File: config.mk
export PLATFORM = sky130hd
export DESIGN_NAME = led_effect_sequencer
export DESIGN_NICKNAME = d
export VERILOG_FILES = /design/src/rtl/led_effect_sequencer.sv
export SDC_FILE = /design/constraint.sdc
export NUM_CORES = 1
export LEC_CHECK = 0
export CORE_MARGIN = 2
export CORE_UTILIZATION = 40
export CTS_CLUSTER_DIAMETER = 200
export CTS_CLUSTER_SIZE = 24
export DETAILED_ROUTE_END_ITERATION = 8
export GPL_TIMING_DRIVEN = 1
export PLACE_DENSITY_LB_ADDON = 0.1
export SLEW_MARGIN = 30
export SYNTH_ARGS = -nofsm -noshare
export SYNTH_HDL_FRONTEND = slang
export SYNTH_SLANG_ARGS = --single-unit
File: constraint.sdc
create_clock -name clk -period 1.8 [get_ports clk]
set_clock_uncertainty 0.1 [all_clocks]
set_input_delay 0.45 -clock clk [delete_from_list [all_inputs] [get_ports clk]]
set_output_delay 0.45 -clock clk [all_outputs]
set_load 0.03 [all_outputs]
File: src/rtl/led_effect_sequencer.sv
// Steps an 8-LED effect pattern (FILL/CHASE/BLINK/DRAIN) under a RUN/PAUSE FSM.
// Define LED_EFFECT_AUTO_EN to include automatic mode cycling (key_auto / auto_on).
module led_effect_sequencer #(
    parameter int DIV        = 12_500_000,
    parameter int AUTO_STEPS = 16
) (
    input  logic       clk,
    input  logic       rst_n,
    input  logic       key_next,
    input  logic       key_pause,
    input  logic       key_auto,
    output logic [7:0] led,
    output logic [1:0] mode,
    output logic       paused,
    output logic       auto_on,
    output logic       step
);

    localparam int CW = $clog2(DIV);
    localparam logic [CW-1:0] CNT_LAST = CW'(DIV - 1);

    localparam logic [1:0] M_FILL  = 2'd0;
    localparam logic [1:0] M_CHASE = 2'd1;
    localparam logic [1:0] M_BLINK = 2'd2;

    typedef enum logic {
        RUN   = 1'b0,
        PAUSE = 1'b1
    } state_e;

    state_e        state_q, state_d;
    logic          run;
    logic [CW-1:0] cnt_q, cnt_d;
    logic [7:0]    led_q, led_d;
    logic [1:0]    mode_q, mode_d, mode_inc;
    logic          step_q, step_d;
    logic          tick, advance, auto_adv;

    function automatic logic [7:0] start_value(input logic [1:0] m);
        case (m)
            M_FILL:  return 8'h00;
            M_CHASE: return 8'h01;
            M_BLINK: return 8'hAA;
            default: return 8'hFF;
        endcase
    endfunction

    function automatic logic [7:0] next_pattern(input logic [1:0] m, input logic [7:0] cur);
        case (m)
            M_FILL:  return (cur == 8'hFF) ? 8'h00 : {cur[6:0], 1'b1};
            // Any corrupted (non-one-hot) value re-seeds the chase.
            M_CHASE: return ((cur != 8'h00) && ((cur & (cur - 8'd1)) == 8'h00))
                            ? {cur[6:0], cur[7]} : 8'h01;
            M_BLINK: return (cur == 8'hAA) ? 8'h55 : 8'hAA;
            default: return (cur == 8'h00) ? 8'hFF : {1'b0, cur[7:1]};
        endcase
    endfunction

    // FSM: state register
    always_ff @(posedge clk or negedge rst_n) begin
        if (!rst_n) state_q <= RUN;
        else        state_q <= state_d;
    end

    // FSM: next state
    always_comb begin
        state_d = state_q;
        if (key_pause) state_d = (state_q == RUN) ? PAUSE : RUN;
    end

    // FSM: outputs
    always_comb begin
        run    = (state_q == RUN);
        paused = (state_q == PAUSE);
    end

    assign tick     = run && (cnt_q == CNT_LAST);
    assign advance  = key_next || auto_adv;
    assign mode_inc = mode_q + 2'd1;

`ifdef LED_EFFECT_AUTO_EN
    localparam int AW = $clog2(AUTO_STEPS + 1);
    localparam logic [AW-1:0] AUTO_LAST = AW'(AUTO_STEPS - 1);

    logic [AW-1:0] auto_cnt_q, auto_cnt_d;
    logic          auto_on_q, auto_on_d;

    // The final tick of the run is consumed by the advance, not a pattern step.
    assign auto_adv = auto_on_q && tick && (auto_cnt_q == AUTO_LAST);

    always_comb begin
        auto_on_d  = auto_on_q ^ key_auto;
        auto_cnt_d = auto_cnt_q;
        if (advance)
            auto_cnt_d = '0;
        else if (tick && auto_on_q)
            auto_cnt_d = auto_cnt_q + 1'b1;
    end

    always_ff @(posedge clk or negedge rst_n) begin
        if (!rst_n) begin
            auto_on_q  <= 1'b0;
            auto_cnt_q <= '0;
        end else begin
            auto_on_q  <= auto_on_d;
            auto_cnt_q <= auto_cnt_d;
        end
    end

    assign auto_on = auto_on_q;
`else
    logic unused_key_auto;
    assign unused_key_auto = key_auto;
    assign auto_adv        = 1'b0;
    assign auto_on         = 1'b0;
`endif

    always_comb begin
        cnt_d  = cnt_q;
        led_d  = led_q;
        mode_d = mode_q;
        step_d = 1'b0;
        if (advance) begin
            mode_d = mode_inc;
            led_d  = start_value(mode_inc);
            cnt_d  = '0;
        end else if (tick) begin
            led_d  = next_pattern(mode_q, led_q);
            step_d = 1'b1;
            cnt_d  = '0;
        end else if (run) begin
            cnt_d  = cnt_q + 1'b1;
        end
    end

    always_ff @(posedge clk or negedge rst_n) begin
        if (!rst_n) begin
            cnt_q  <= '0;
            led_q  <= 8'h00;
            mode_q <= M_FILL;
            step_q <= 1'b0;
        end else begin
            cnt_q  <= cnt_d;
            led_q  <= led_d;
            mode_q <= mode_d;
            step_q <= step_d;
        end
    end

    assign led  = led_q;
    assign mode = mode_q;
    assign step = step_q;

endmodule

Word level (Yosys, flattened, before mapping)
Index checks and enable logic that the tools add are counted.

Bits in writable memories: 0. Memory bits (read-only): 0. Bits in latches: 0. Logic and storage cells: 40. Flip-flop bits (word level): 36. Memories: 0. Output and inout bits: 13. Input port bits: 5.

Equality and inequality tests: 8. Reductions and logical operators: 8. Bitwise operators: 2. Muxes and demuxes: 14. Multiply operators: 0. Magnitude comparators: 0. Shifts and indexed selects: 0. Divide/modulo/power cells: 0. Add/sub/neg operators: 3.

Operators with widths (count): 2-to-1 mux 24 bit (3); 2-to-1 mux 8 bit (6); one-hot mux 8 bit (3 select lines) (2); adder 24 x 1 -> 24 bit, second input constant (1); == test 24 bit, second input constant (1); == test 8 bit, second input constant (2); zero test 8 bit (2); bitwise AND 8 bit (1); nonzero test 8 bit (1); subtractor 8 x 1 -> 8 bit, second input constant (1); == test 2 x 1 -> 1 bit, second input constant (2); == test 2 bit, second input constant (2); zero test 2 bit (2); 2-to-1 mux 1 bit (3); != test 3 x 2 -> 1 bit, second input constant (1); adder 2 x 1 -> 2 bit, second input constant (1); logical AND 1 bit (2); nonzero test 2 bit (1); NOT 1 bit (1).

Depth between registers and ports, before layout
Gate-level depths: netlist of run 1.

Depth after elaboration: 8. Mapped depth: 7. Mapped depth without buffers: 6.

Worst setup path after synthesis of run 1
Ideal clock, no wire load.

Path type: reg-to-reg. Start: register led_q[0] (netlist: led[0]). End: register led_q[1] (netlist: led[1]). Data arrival time: 1797 ps. Cell stages (with the launch flop): 7. Setup time: 134 ps. Path buffers: 1. Slack: -231 ps. Clock period less this slack: 2031 ps. Required time: 1566 ps. Cells stage by stage: dfrtp_1 buf_6 or4_4 o21ai_4 a21boi_2 a222oi_1 o21ai_1.

Longest elaborated chain between the ends: 8. Elaborated cells on any way between the ends: 15. Those cells by class: 1 x add/sub; 2 x eq/ne; 7 x mux; 1 x bitwise; 4 x reduce/logical.

RTL lines: start: declaration (RTL line 34) `logic [7:0] led_q, led_d;`; start signal: assignment (RTL line 144) `led_q <= led_d;`; subtractor 8 x 1 -> 8 bit (RTL line 52) `M_CHASE: return ((cur != 8'h00) && ((cur & (cur - 8'd1)) == 8'h00))`; bitwise AND 8 bit (RTL line 52); zero test 8 bit (RTL line 52); logical AND 1 bit (RTL line 52); 2-to-1 mux 8 bit (RTL line 53) `? {cur[6:0], cur[7]} : 8'h01;`; one-hot mux 8 bit (3 select lines) (*) (RTL line 49) `case (m)`; 2-to-1 mux 8 bit (*) (RTL line 127) `end else if (tick) begin`; 2-to-1 mux 8 bit (*) (RTL line 123) `if (advance) begin`.

Every way passes the cells marked *; elsewhere a longest branch is shown, timed or not. The select of a mux whose other input is x is not followed. A chain may end at the register's enable or synchronous reset.

Worst setup path after layout of run 1
Start: register led_q[2] (netlist: led[2]). End: register led_q[3] (netlist: led[3]).

Same word-level chain as after synthesis.

==> impl_metrics.csv, run 1 <==
group,metric,value,unit
outcome,status,"finished with violations",
outcome,violations,"negative setup slack",
clock_network,cts.sinks,36,
power,leakagePower,1.462,nW
worst_setup_path,r2r_end,"led[3]$_DFFE_PN0P_",
global_route,antenna_found_initial,0,
clock_network,ctsRootBufferMaster,"clkbuf_8",
timing,min_period,1983,ps
worst_setup_path,worstSetupEndpointType,"flop",
cells_and_area,multi_input_area,1760,sq um
cells_and_area,n_fill_cell,483,
global_route,grt_pass1_vias,2303,
worst_setup_path,cpMaxStageDelayCell,"or4_4",
timing,rsz0062_at_grt,"true",
logic_synthesis,netlist_top_cells_area,"dfrtp_1 (38%), nor2_1 (5.2%), xnor2_1 (4.4%)",
drt,firstDrtPassIters,4,
clock_network,cts_tree,"done",
placement,place.gp.congestion,0.8666,
die,start_util,40.68,%
power,p_switching,2.032,mW
logic_synthesis,synth_top_area_share,38.08,%
timing,hold_slack,4.399,ps
placement,hpwl,4.494,mm
drt,vias_per_cell,5.600,
power,vdd_drop_max,0.0008738,V
logic_synthesis,syn_avg_cell_area,9.135,sq um
clock_network,cts_made_buffers,5,
global_route,grt_pass1_wl,11.10,mm
drt,avgRoutedWirePerCell,17.12,microns
worst_setup_path,ff2ff_path_depth,5,
logic_synthesis,syn_nets,269,
power,clkPwrFrac,15.8,%
worst_setup_path,required,1860,ps
timing,min_period_over_period,110.2,%
cells_and_area,syn2layout_area_growth,56.05,%
drt,routed_wl,7.103,mm
power,p_comb_share,59.3,%
logic_synthesis,yosys.area.top_type,"dfrtp_1",
global_route,grt_max_degree,37,
placement,port_buffers,15,
timing,final_max_slew_viol_count,0,
worst_setup_path,path_class,"flop to flop",
worst_setup_path,startpoint_type,"flop",
drt,drt_iter0_markers,119,
cells_and_area,antenna_cells,0,
clock_network,hold_buffers,0,
logic_synthesis,synthesis.area,2366,sq um
hold_path,hold_path.class,"input port to async pin",
global_route,track_usage,22.12,%
logic_synthesis,yosys_warnings,0,
clock_network,h-tree-depth,2,
die,ios,18,
worst_setup_path,startpoint,"led[2]$_DFFE_PN0P_",
cells_and_area,area.sequential,912.1,sq um
drt,post-route-drc-count,0,
worst_setup_path,crit_fanout,5,
die,die_x,80.91,microns
logic_synthesis,synth-seq-cells,36,
global_route,grt_overflow,0,
power,p_int,2.619,mW
worst_setup_path,crit_arrival,2040,ps
drt,final_antenna_net_count,0,
die,die_h,80.91,microns
timing,fin_ws,-183.0,ps
logic_synthesis,ys.flop_type,"dfrtp_1",
worst_setup_path,max_stage_delay,540,ps
cells_and_area,layout-drive-gt1-share,49.41,%
die,die-area,6546,sq um
die,row_count,28,
logic_synthesis,ys_types,53,
clock_network,clock_path_buffers,2,
worst_setup_path,reg2reg_slack,-180,ps
worst_setup_path,path_cells,"or4_4, o21ai_4, a21boi_2, a222oi_1, o21ai_1",
timing,setup_viol,30,
power,switching_share,43.69,%
worst_setup_path,crit_path_end,"led[3]$_DFFE_PN0P_",
worst_setup_path,r2r-start,"led[2]$_DFFE_PN0P_",
logic_synthesis,syn-instance-count,259,
logic_synthesis,synth_edf_count,0,
cells_and_area,fin_nets,349,
clock_network,clk_pin_slew,90,ps
timing,tns,-2430,ps
timing,hold_viol,0,
timing,max_freq,504.3,MHz
drt,vias,2324,
logic_synthesis,yosysSeqAreaShare,38.08,%
flow_run,maxCapViolations,0,
clock_network,clk_latency,300,ps
power,seq_power_share,24.9,%
logic_synthesis,async_reset_ff_share,100.0,%
die,coreArea,5816,sq um
power,power_density,1260,nW/um^2
[worst min path at each step]
stage | startpoint | endpoint | slack [ps] | cells after the start
6_report | rst_n | cnt_q[10]$_DFFE_PN0P_ | 4 | 2
3_3_place_gp | rst_n | cnt_q[18]$_DFFE_PN0P_ | 330 | 2
3_5_place_dp | rst_n | cnt_q[19]$_DFFE_PN0P_ | 330 | 2
5_1_grt | rst_n | cnt_q[15]$_DFFE_PN0P_ | 20 | 2
2_1_floorplan | rst_n | cnt_q[0]$_DFFE_PN0P_ | 50 | 0
4_1_cts | rst_n | cnt_q[10]$_DFFE_PN0P_ | 7 | 2
[power groups by stage]
| stage | combinational [mW] | sequential (mW) | clock (mW) |
|---|---|---|---|
| global route | 2.94 | 1.18 | 0.785 |
| finish | 2.76 | 1.16 | 0.733 |
| floorplan | 1.11 | 1.34 | 0 |
| detailed placement | 2.12 | 1.18 | 0 |
| global placement | 2.12 | 1.17 | 0 |
| CTS | 2.34 | 1.15 | 0.753 |
[layout by cell type, fill, tap and decap left out, types with 4 or more instances in the layout]
| master | Yosys | layout |
|---|---|---|
| and4_1 | 6 | 5 |
| buf_6 | 2 | 10 |
| a21oi_1 | 7 | 4 |
| nand2_1 | 14 | 12 |
| nor4_2 | 0 | 4 |
| a211oi_2 | 0 | 4 |
| xor2_1 | 12 | 10 |
| nor2_2 | 0 | 6 |
| dfrtp_2 | 0 | 9 |
| ha_1 | 5 | 4 |
| o21ai_1 | 5 | 5 |
| nor2_1 | 33 | 12 |
| clkbuf_8 | 0 | 5 |
| dfrtp_1 | 36 | 27 |
| inv_1 | 10 | 10 |
| nand4_1 | 11 | 11 |
| buf_4 | 1 | 59 |
| dlygate4sd2_1 | 0 | 7 |
| nor2_4 | 0 | 15 |
| xnor2_1 | 12 | 12 |
| nand3_1 | 15 | 13 |
[layer usage]
layer	global-route usage [%]	part of all wire [%]	routed length (microns)
met1	27.60	40	2855
met4	9.153	3.0	215
met2	37.93	54	3845
met5	0	0	0
met3	3.556	2.6	186
[worst max-delay path, delay by kind of cell, from the launching register on]
family | cells | cell delay, ps
and+or+nand+nor | 1 | 540
AOI/OAI and AO/OA | 4 | 770
DFF | 1 | 440
[cell usage after synthesis (all sizes together), types with 2 or more instances]
master and instances:
nor4 6, nand4 12, o31a 2, buf 11, dfrtp 36, nand2b 2
and3 4, a21oi 9, nor3 4, o21ai 11, clkbuf 4, or3 2
nor4b 5, nand3 15, a211oi 4, o22ai 2, a21boi 3, inv 10
xnor2 12, and2 3, ha 5, nand3b 3, nor2 33, xor2 12
nor2b 4, a31oi 2, a222oi 3, nand2 14, o211ai 2, and4 6
o31ai 4, or4 3
[stage by stage]
| step | instance area (sq um) | total power [mW] | utilization (%) | std cells | setup WS, ps |
|---|---|---|---|---|---|
| 2_1_floorplan | 2390 | 2.452 | - | 259 | -161.1 |
| 3_3_place_gp | 2972 | 3.293 | 51.10 | 389 | -300.6 |
| 3_5_place_dp | 2972 | 3.301 | 51.10 | 389 | -316.3 |
| 4_1_cts | 3388 | 4.244 | 58.26 | 412 | -154.7 |
| 5_1_grt | 3692 | 4.909 | 63.49 | 415 | -271.8 |
| 6_report | 3692 | 4.651 | 63.49 | 415 | -183.0 |
[state kept, by name (all words and copies together) (netlist names)]
register  flops
cnt_q        24
step          1
paused        1
led           8
mode          2
[area by class of cell]
| type | count | share of cell area [%] |
|---|---|---|
| multi-input combinational | 198 | 47.68 |
| sequential | 36 | 24.70 |
| timing repair buffer | 88 | 21.04 |
| tap | 75 | 2.542 |
| clock buffer | 5 | 1.864 |
| clock inverter | 3 | 1.152 |
| inverter | 10 | 1.017 |
[repair_timing]
action | in CTS | in global routing
gates resized for setup | 52 | 79
gates cloned | 3 | 0
buffers inserted | 12 | 7
pin swaps | 19 | 39
endpoints found under the setup margin | 42 | 34
[kinds of logic (layout without fill, tap and decap cells)]
family	after synthesis	in the layout	share of synthesized area [%]
AOI/OAI and AO/OA	47	47	14.65
xor gates and xnor gates	24	24	8.884
adders and majority gates	6	6	3.067
buffers and inverters	25	106	5.183
DFF	36	36	38.07
other	1	1	0.1585
and+or+nand+nor	120	120	29.98
No activity file was read; power rests on OpenSTA's default activity.
==> run 2: changes to the inputs <==
--- a/config.mk
+++ b/config.mk
@@ -7,11 +7,13 @@
 export LEC_CHECK = 0
 export CORE_MARGIN = 2
 export CORE_UTILIZATION = 40
+export CTS_BUF_LIST = sky130_fd_sc_hd__clkbuf_8
 export CTS_CLUSTER_DIAMETER = 200
 export CTS_CLUSTER_SIZE = 24
 export DETAILED_ROUTE_END_ITERATION = 8
 export GPL_TIMING_DRIVEN = 1
 export PLACE_DENSITY_LB_ADDON = 0.1
+export SKIP_CTS_REPAIR_TIMING = 1
 export SLEW_MARGIN = 30
 export SYNTH_ARGS = -nofsm -noshare
 export SYNTH_HDL_FRONTEND = slang
==> impl_metrics.csv, run 2 (synthesis gave the netlist of run 1 again) <==
group,metric,value,unit
outcome,status,"finished with violations",
outcome,violations,"negative setup slack",
die,die-area,6546,sq um
placement,hpwl,4.494,mm
power,vdd_drop_max,0.0007562,V
cells_and_area,antenna_cells,0,
clock_network,cts_tree,"done",
clock_network,clock_path_buffers,2,
drt,vias_per_cell,5.562,
drt,drt_iter0_markers,115,
global_route,grt_pass1_vias,2185,
global_route,track_usage,20.56,%
drt,routed_wl,6.706,mm
cells_and_area,area.sequential,912.1,sq um
worst_setup_path,crit_fanout,6,
die,ios,18,
power,power_density,1238,nW/um^2
timing,setup_viol,29,
die,row_count,28,
cells_and_area,layout-drive-gt1-share,42.30,%
clock_network,clk_latency,290,ps
placement,place.gp.congestion,0.8666,
timing,fin_ws,-151.1,ps
clock_network,h-tree-depth,2,
placement,placed_area,2972,sq um
worst_setup_path,path_class,"flop to flop",
cells_and_area,fin_nets,340,
global_route,grt_max_degree,37,
cells_and_area,final_util,60.67,%
die,die_x,80.91,microns
global_route,use_met1,26.13,%
global_route,use_met3,3.556,%
clock_network,clk_pin_slew,90,ps
global_route,grt_pass1_wl,10.39,mm
drt,post-route-drc-count,0,
drt,vias,2258,
die,die_h,80.91,microns
worst_setup_path,cpMaxStageDelayCell,"or4_4",
global_route,antenna_found_initial,0,
drt,firstDrtPassIters,4,
worst_setup_path,path_buf_inv,0,
worst_setup_path,required,1860,ps
timing,final_max_slew_viol_count,0,
cells_and_area,layout_commonest_cell,"buf_4",
cells_and_area,n_fill_cell,519,
clock_network,ctsRootBufferMaster,"clkbuf_8",
cells_and_area,syn2layout_area_growth,49.13,%
drt,avgRoutedWirePerCell,16.52,microns
placement,port_buffers,15,
worst_setup_path,worstSetupEndpointType,"flop",
clock_network,cts.sinks,36,
power,leakagePower,1.532,nW
cells_and_area,final_cell_mix,"buf_4 (57), dfrtp_1 (27), nor2_4 (15), nor2_1 (14), nand2_1 (14)",
worst_setup_path,startpoint_type,"flop",
die,start_util,40.68,%
cells_and_area,final_area,3528,sq um
worst_setup_path,max_stage_delay,550,ps
global_route,busiest_layer,"met2",
global_route,grtUsageMet2,35.21,%
flow_run,maxCapViolations,0,
worst_setup_path,crit_arrival,2010,ps
worst_setup_path,path_cells,"or4_4, o21ai_4, a21boi_2, a222oi_1, o21ai_1",
timing,rsz0062_at_grt,"true",
timing,min_period_over_period,108.4,%
timing,hold_viol,0,
global_route,grt_overflow,0,
hold_path,hold_path.class,"input port to async pin",
cells_and_area,multi_input_area,1648,sq um
timing,min_period,1951,ps
cells_and_area,largest_reg_flops,24,
cells_and_area,top_register,"cnt_q",
worst_setup_path,crit_family,"compound AO/OA/AOI/OAI gates",
die,coreArea,5816,sq um
clock_network,cts_made_buffers,5,
drt,final_antenna_net_count,0,
timing,max_freq,512.5,MHz
-- run 2: layout make-up --
| cell class | instances | area share (%) |
|---|---|---|
| repair buffers | 79 | 20.57 |
| clock buffers | 5 | 1.950 |
| well taps | 75 | 2.660 |
| inverters | 10 | 1.064 |
| multi-input cells | 198 | 46.70 |
| flip-flops and latches | 36 | 25.85 |
| clock inverters | 3 | 1.206 |
-- run 2: worst paths after layout --
path | start | end | slack, ps | cells past startpoint
max in group asynchronous | rst_n | led[5]$_DFFE_PN0P_ | 1380 | 2
setup reg to reg | led[2]$_DFFE_PN0P_ | led[3]$_DFFE_PN0P_ | -150 | 5
setup / recovery | led[2]$_DFFE_PN0P_ | led[3]$_DFFE_PN0P_ | -150 | 5
hold / removal | rst_n | cnt_q[10]$_DFFE_PN0P_ | 7 | 2
min in group clk | mode[0]$_DFFE_PN0P_ | mode[0]$_DFFE_PN0P_ | 420 | 1
hold reg to reg | mode[0]$_DFFE_PN0P_ | mode[0]$_DFFE_PN0P_ | 420 | 1
-- run 2: stage by stage --
stage	setup TNS, ps	total power [mW]	cells	setup slack [ps]	hold slack (ps)
global route	-4585	4.616	406	-254.0	19.21
CTS	-6172	4.056	397	-316.8	7.390
global placement	-6292	3.293	389	-300.6	331.0
floorplan	-1080	2.452	259	-161.1	54.41
finish	-2558	4.369	406	-151.1	6.582
detailed placement	-6582	3.301	389	-316.3	334.8
-- run 2: metal layers --
metal / up-vias / part of all wire, % / routed length (microns)
met5: - / 0 / 0
met4: 0 / 1.7 / 114
met3: 11 / 3.3 / 218
met2: 47 / 53 / 3547
met1: 1111 / 42 / 2824
li1: 1089 / - / -
-- run 2: where the power goes --
part / switching, mW / total [mW] / internal (mW)
sequential: 0.210 / 1.17 / 0.961
combinational: 1.33 / 2.47 / 1.14
clock: 0.317 / 0.727 / 0.410
total: 1.86 / 4.37 / 2.51
==> RTL change 1: new RTL, flow settings as in run 1 <==
Add an input register stage for `key_next` and `key_pause`, without a reset; this delays them by one clock. The other inputs are not delayed to match.
--- a/src/rtl/led_effect_sequencer.sv
+++ b/src/rtl/led_effect_sequencer.sv
@@ -27,6 +27,14 @@
         RUN   = 1'b0,
         PAUSE = 1'b1
     } state_e;
+
+    logic key_next_q;
+    logic key_pause_q;
+
+    always_ff @(posedge clk) begin
+        key_next_q  <= key_next;
+        key_pause_q <= key_pause;
+    end
 
     state_e        state_q, state_d;
     logic          run;
@@ -65,7 +73,7 @@
     // FSM: next state
     always_comb begin
         state_d = state_q;
-        if (key_pause) state_d = (state_q == RUN) ? PAUSE : RUN;
+        if (key_pause_q) state_d = (state_q == RUN) ? PAUSE : RUN;
     end
 
     // FSM: outputs
@@ -75,7 +83,7 @@
     end
 
     assign tick     = run && (cnt_q == CNT_LAST);
-    assign advance  = key_next || auto_adv;
+    assign advance  = key_next_q || auto_adv;
     assign mode_inc = mode_q + 2'd1;
 
 `ifdef LED_EFFECT_AUTO_EN
Formal check against the unedited RTL: not equivalent (a bounded check fails within 4 cycles, from zero or initial values and one cycle with rst_n low).
==> RTL change 1 against run 1 <==
- the run still ends with negative setup slack left
- area after synthesis fell by 11%
- setup slack got worse by 0.048 ns
- design area fell by 18%
- first-iteration DRC count rose by 44%
- combinational power fell by 29%
- wire length fell by 29%
- die area fell by 10%
- count of clock-buffer cells in the layout rose by 2
- sequential cell count rose by 2
- total power fell by 21%
- sequential share of layout area rose by 6.8 points
- global-route usage fell by 4.0 points
- via count fell by 19%
- largest cell class unchanged
- highest routed layer unchanged
==> RTL change 1: results (changes against run 1) <==
* Switching share of power at 41.51% (-2.2 points)
* Syn_nets at 237 (-12%)
* Fill count at 466 (-3.5%)
* Final Net Count at 314 (-10%)
* Buffers excl. clock at 79 (-10%)
* Setup Viol. Count Final at 31 (+3.3%)
* Clk Latency, worst-skew pair at 0.28 ns (-0.02 ns)
* Met2 Track Usage GR at 29.82% (-8.1 points)
* Flops & latches, synth at 38 (+5.6%)
* Sequential share of power at 30.8% (+5.9 points)
* WP data arrival at 2.15 ns (+0.11 ns)
* Routed wl met2 at 2358 um (-39%)
* Non-clock buffer area fraction after layout at 20.64% (-0.41 points)
* WL final at 5054 um (-29%)
* LEAKAGE at 1.295 nW (-11%)
* # clk buffers at 7 (+2)
* Multi-input gate count at 170 (-14%)
* Number of DRC markers in iteration 0 at 171 (+44%)
* Clock-cell share at 3.025% (+0.0093 points)
* Most frequent cells after synthesis: dfrtp_1 (36), nor2_1 (33), o21ai_0 (18)
* Met3 Usage GRT at 3.199% (-0.36 points)
* Pin count of the biggest net entering global routing at 23 (-38%)
* Critical path fanouts, max at 4 (-1)
* Ranking of synthesized cells by area: dfrtp_1 (43%), nor2_1 (5.9%), xnor2_1 (5.4%)
* Post-CTS sizing at 31 (-40%)
* DR WL met3 at 177 um (-4.8%)
* # Post-CTS Setup Buffers at 3 (-9)
* Metal1 wirelength at 2474 um (-13%)
* TNS Setup at -3.194 ns (-0.7642 ns)
* Synth unique cells at 42 (-21%)
* GRT Total Usage at 18.08% (-4.0 points)
* RePlAce Congestion at 0.8540 (-1.5%)
* Clock transition at path regs at 0.07 ns (-0.02 ns)
* Status: finished with violations
* Clk power at 0.000595 W (-19%)
* Violated checks: negative setup slack
* HP Class: flip-flop to flip-flop
* Via count at 1,871 (-19%)
* Worst slack, placed at -0.2370 ns (+0.07930 ns)
* Seq/Total Area, Yosys at 44.66% (+6.6 points)
* Max clock buf depth at 2 (unchanged)
* First-pass GRT wire length at 8583 um (-23%)
* Met1 GRT Util at 24.47% (-3.1 points)
* Peak VDD IR at 0.8366 mV (-4.3%)
* Seq area share at 31.45% (+6.8 points)
* Setup ws final at -0.2310 ns (-0.04797 ns)
* Hold_buf cts at 1 (+1)
## RTL change 1: changes by cell type after synthesis, sizes merged, moves of 4 or more
cell | run 1 | this run
buf | 11 | 6
a211oi | 4 | 0
nand3 | 15 | 11
o21ai | 11 | 18
nor4b | 5 | 1
and3 | 4 | 0
nand4 | 12 | 8
o31ai | 4 | 0
and4 | 6 | 2
## RTL change 1: stage by stage
stage	hold WS [ns]	cells	utilization, %	power, W	area [um2]
2_1_floorplan	0.05441	227	-	0.002266	2198
3_3_place_gp	0.3017	360	54.19	0.003020	2768
3_5_place_dp	0.3033	360	54.19	0.003025	2768
4_1_cts	0.3143	372	57.67	0.003655	2945
5_1_grt	0.3392	375	59.11	0.003924	3019
6_report	0.3129	375	59.11	0.003684	3019
## RTL change 1: cells by family (layout without fill, tap and decap cells)
family | after synthesis | after routing | synth area share (%)
xor gates and xnor gates | 24 | 24 | 9.976
other | 1 | 1 | 0.1780
and+or+nand+nor | 98 | 98 | 25.42
AOI/OAI and AO/OA | 42 | 42 | 12.47
DFF | 38 | 38 | 44.66
adders and majority gates | 5 | 5 | 2.969
buffers and inverters | 19 | 97 | 4.335
## RTL change 1: worst max-delay path: stages, from the launching register on
cell and delay [ns]:
dfrtp_2 0.43, or4_4 0.56, o311ai_4 0.26, a311oi_2 0.06, or4_1 0.48, nand3_1 0.08
## RTL change 1: path summary, 6_finish.rpt
check / start / end / slack (ns) / depth (start not counted)
max in group asynchronous: rst_n / led[1] / 0.54 / 3
worst min register to register: key_pause_q / paused / 0.31 / 1
worst max register to register: led[6] / led[0] / -0.23 / 5
worst min-delay path: key_pause_q / paused / 0.31 / 1
min in group asynchronous: rst_n / cnt_q[4] / 0.52 / 2
worst max-delay path: led[6] / led[0] / -0.23 / 5
==> RTL change 2: new RTL, settings of run 1 <==
Made on the original files. Add a define of `LED_EFFECT_AUTO_EN`.
--- a/src/rtl/led_effect_sequencer.sv
+++ b/src/rtl/led_effect_sequencer.sv
@@ -1,5 +1,7 @@
 // Steps an 8-LED effect pattern (FILL/CHASE/BLINK/DRAIN) under a RUN/PAUSE FSM.
 // Define LED_EFFECT_AUTO_EN to include automatic mode cycling (key_auto / auto_on).
+`define LED_EFFECT_AUTO_EN
+
 module led_effect_sequencer #(
     parameter int DIV        = 12_500_000,
     parameter int AUTO_STEPS = 16
Formal check against the unedited RTL: not equivalent (Yosys sat finds a counterexample within 4 cycles, from zero or initial values and one cycle with rst_n low).
==> RTL change 2 against run 1 <==
- the run still ends with negative setup slack left
- wire length is 16% lower
- area after synthesis is 1.3% higher
- design area is 2.0% lower
- utilization is 1.7 points lower
- sequential cell count is 6 higher
- first-iteration DRC count is 62% lower
- fmax is 4.5% lower
- setup slack worse by 0.093 ns
- total power is 16% lower
- critical endpoint is now cnt_q[8]
- largest power group unchanged
- highest routed layer unchanged
==> RTL change 2: results (changes against run 1) <==
* Status: finished with violations
* Violated checks: negative setup slack
* Post-DP HPWL at 4088 um (-9.0%)
* Final Net Count at 365 (+4.6%)
* Fill count at 501 (+3.7%)
* Multiplexer share of the synthesized area at 0% (unchanged)
* DR WL met3 at 161 um (-13%)
* Post-synthesis adder-cell area fraction at 3.653% (+0.59 points)
* Peak VDD IR at 1.003 mV (+15%)
* Post-Layout Cell Count at 429 (+3.4%)
* Share of layout cells above drive strength 1 at 42.66% (-6.8 points)
* Seq/Total Area, Yosys at 43.84% (+5.8 points)
* WP data arrival at 2.16 ns (+0.12 ns)
* TNS Setup at -8.931 ns (-6.501 ns)
* FF-to-FF path depth at 9 (+4)
* LEAKAGE at 1.642 nW (+12%)
* Ranking of synthesized cells by area: dfrtp_1 (44%), xor2_1 (6.6%), nor2_1 (5.8%)
* RR Startpoint: cnt_q[16]
* Routed wl met2 at 3012 um (-22%)
* RePlAce Congestion at 0.8650 (-0.18%)
* Worst slack, placed at -0.5485 ns (-0.2322 ns)
* Most frequent cells after synthesis: dfrtp_1 (42), nor2_1 (37), a21oi_1 (20), nand2_1 (20), xor2_1 (18)
* Xor-xnor portion of the synthesized cell area at 9.864% (+0.98 points)
* Synth Area in Compound Gates at 12.47% (-2.2 points)
* Metal1 wirelength at 2746 um (-3.8%)
* Setup ws final at -0.2763 ns (-0.09330 ns)
* R2r endpoint: cnt_q[8]
* Vias in the first global route at 2,190 (-4.9%)
* Setup Viol. Count Final at 39 (+30%)
* Number of DRC markers in iteration 0 at 45 (-62%)
* Dpl cells at 410 (+5.4%)
* Synth unique cells at 48 (-9.4%)
* Placement-stage cell area at 3159 um2 (+6.3%)
* Via count at 2,169 (-6.7%)
* GRT Total Usage at 19.81% (-2.3 points)
* Synth Area per Inst at 9.115 um2 (-0.22%)
* Syn_nets at 275 (+2.2%)
* Pin count of the biggest net entering global routing at 43 (+16%)
* First-pass GRT wire length at 10,090 um (-9.1%)
## RTL change 2: area by class of cell
class                   count  area (um2)  area share (%)
clock inverters             1       5.005          0.1384
well taps                  75       93.84           2.594
repair buffers             97       817.0           22.59
clock buffers               7       86.33           2.387
inverters                   8       30.03          0.8302
multi-input cells         199        1528           42.23
flip-flops and latches     42        1057           29.23
## RTL change 2: repair_timing
item	4_1_cts	5_1_grt
endpoints found under the setup margin	52	45
resized for setup	48	42
hold buffers	0	0
pin swaps	16	17
buffers inserted	6	5
gates cloned	0	2
## RTL change 2: how the worst max path moves through the flow
stage | start | endpoint | slack, ns
finish | cnt_q[16] | cnt_q[8] | -0.28
global route | cnt_q[16] | auto_cnt_q[4] | -0.42
CTS | cnt_q[5] | auto_cnt_q[4] | -0.24
detailed placement | key_next | cnt_q[21] | -0.55
global placement | key_next | cnt_q[21] | -0.55
floorplan | led[2] | led[4] | -0.38
## RTL change 2: worst max-delay path, stage by stage, from the launching register on
cell and delay [ns]:
dfrtp_1 0.40, nor4bb_2 0.29, buf_4 0.16, nand4_1 0.09
buf_4 0.17, nor3_4 0.23, buf_6 0.15, or2_4 0.17
clkbuf_16 0.18, nor2_2 0.04
## RTL change 2: where the power goes
part	internal (W)	total, W	switching [W]
clock	0.000310	0.000624	0.000314
sequential	0.00110	0.00124	0.000139
combinational	0.000886	0.00205	0.00116
total	0.00229	0.00391	0.00161
## RTL change 2: routing by layer
layer	GRT usage [%]	vias up
li1	-	1095
met1	26.58	1045
met2	32.62	25
met3	4.066	4
met4	5.254	0
met5	0	-
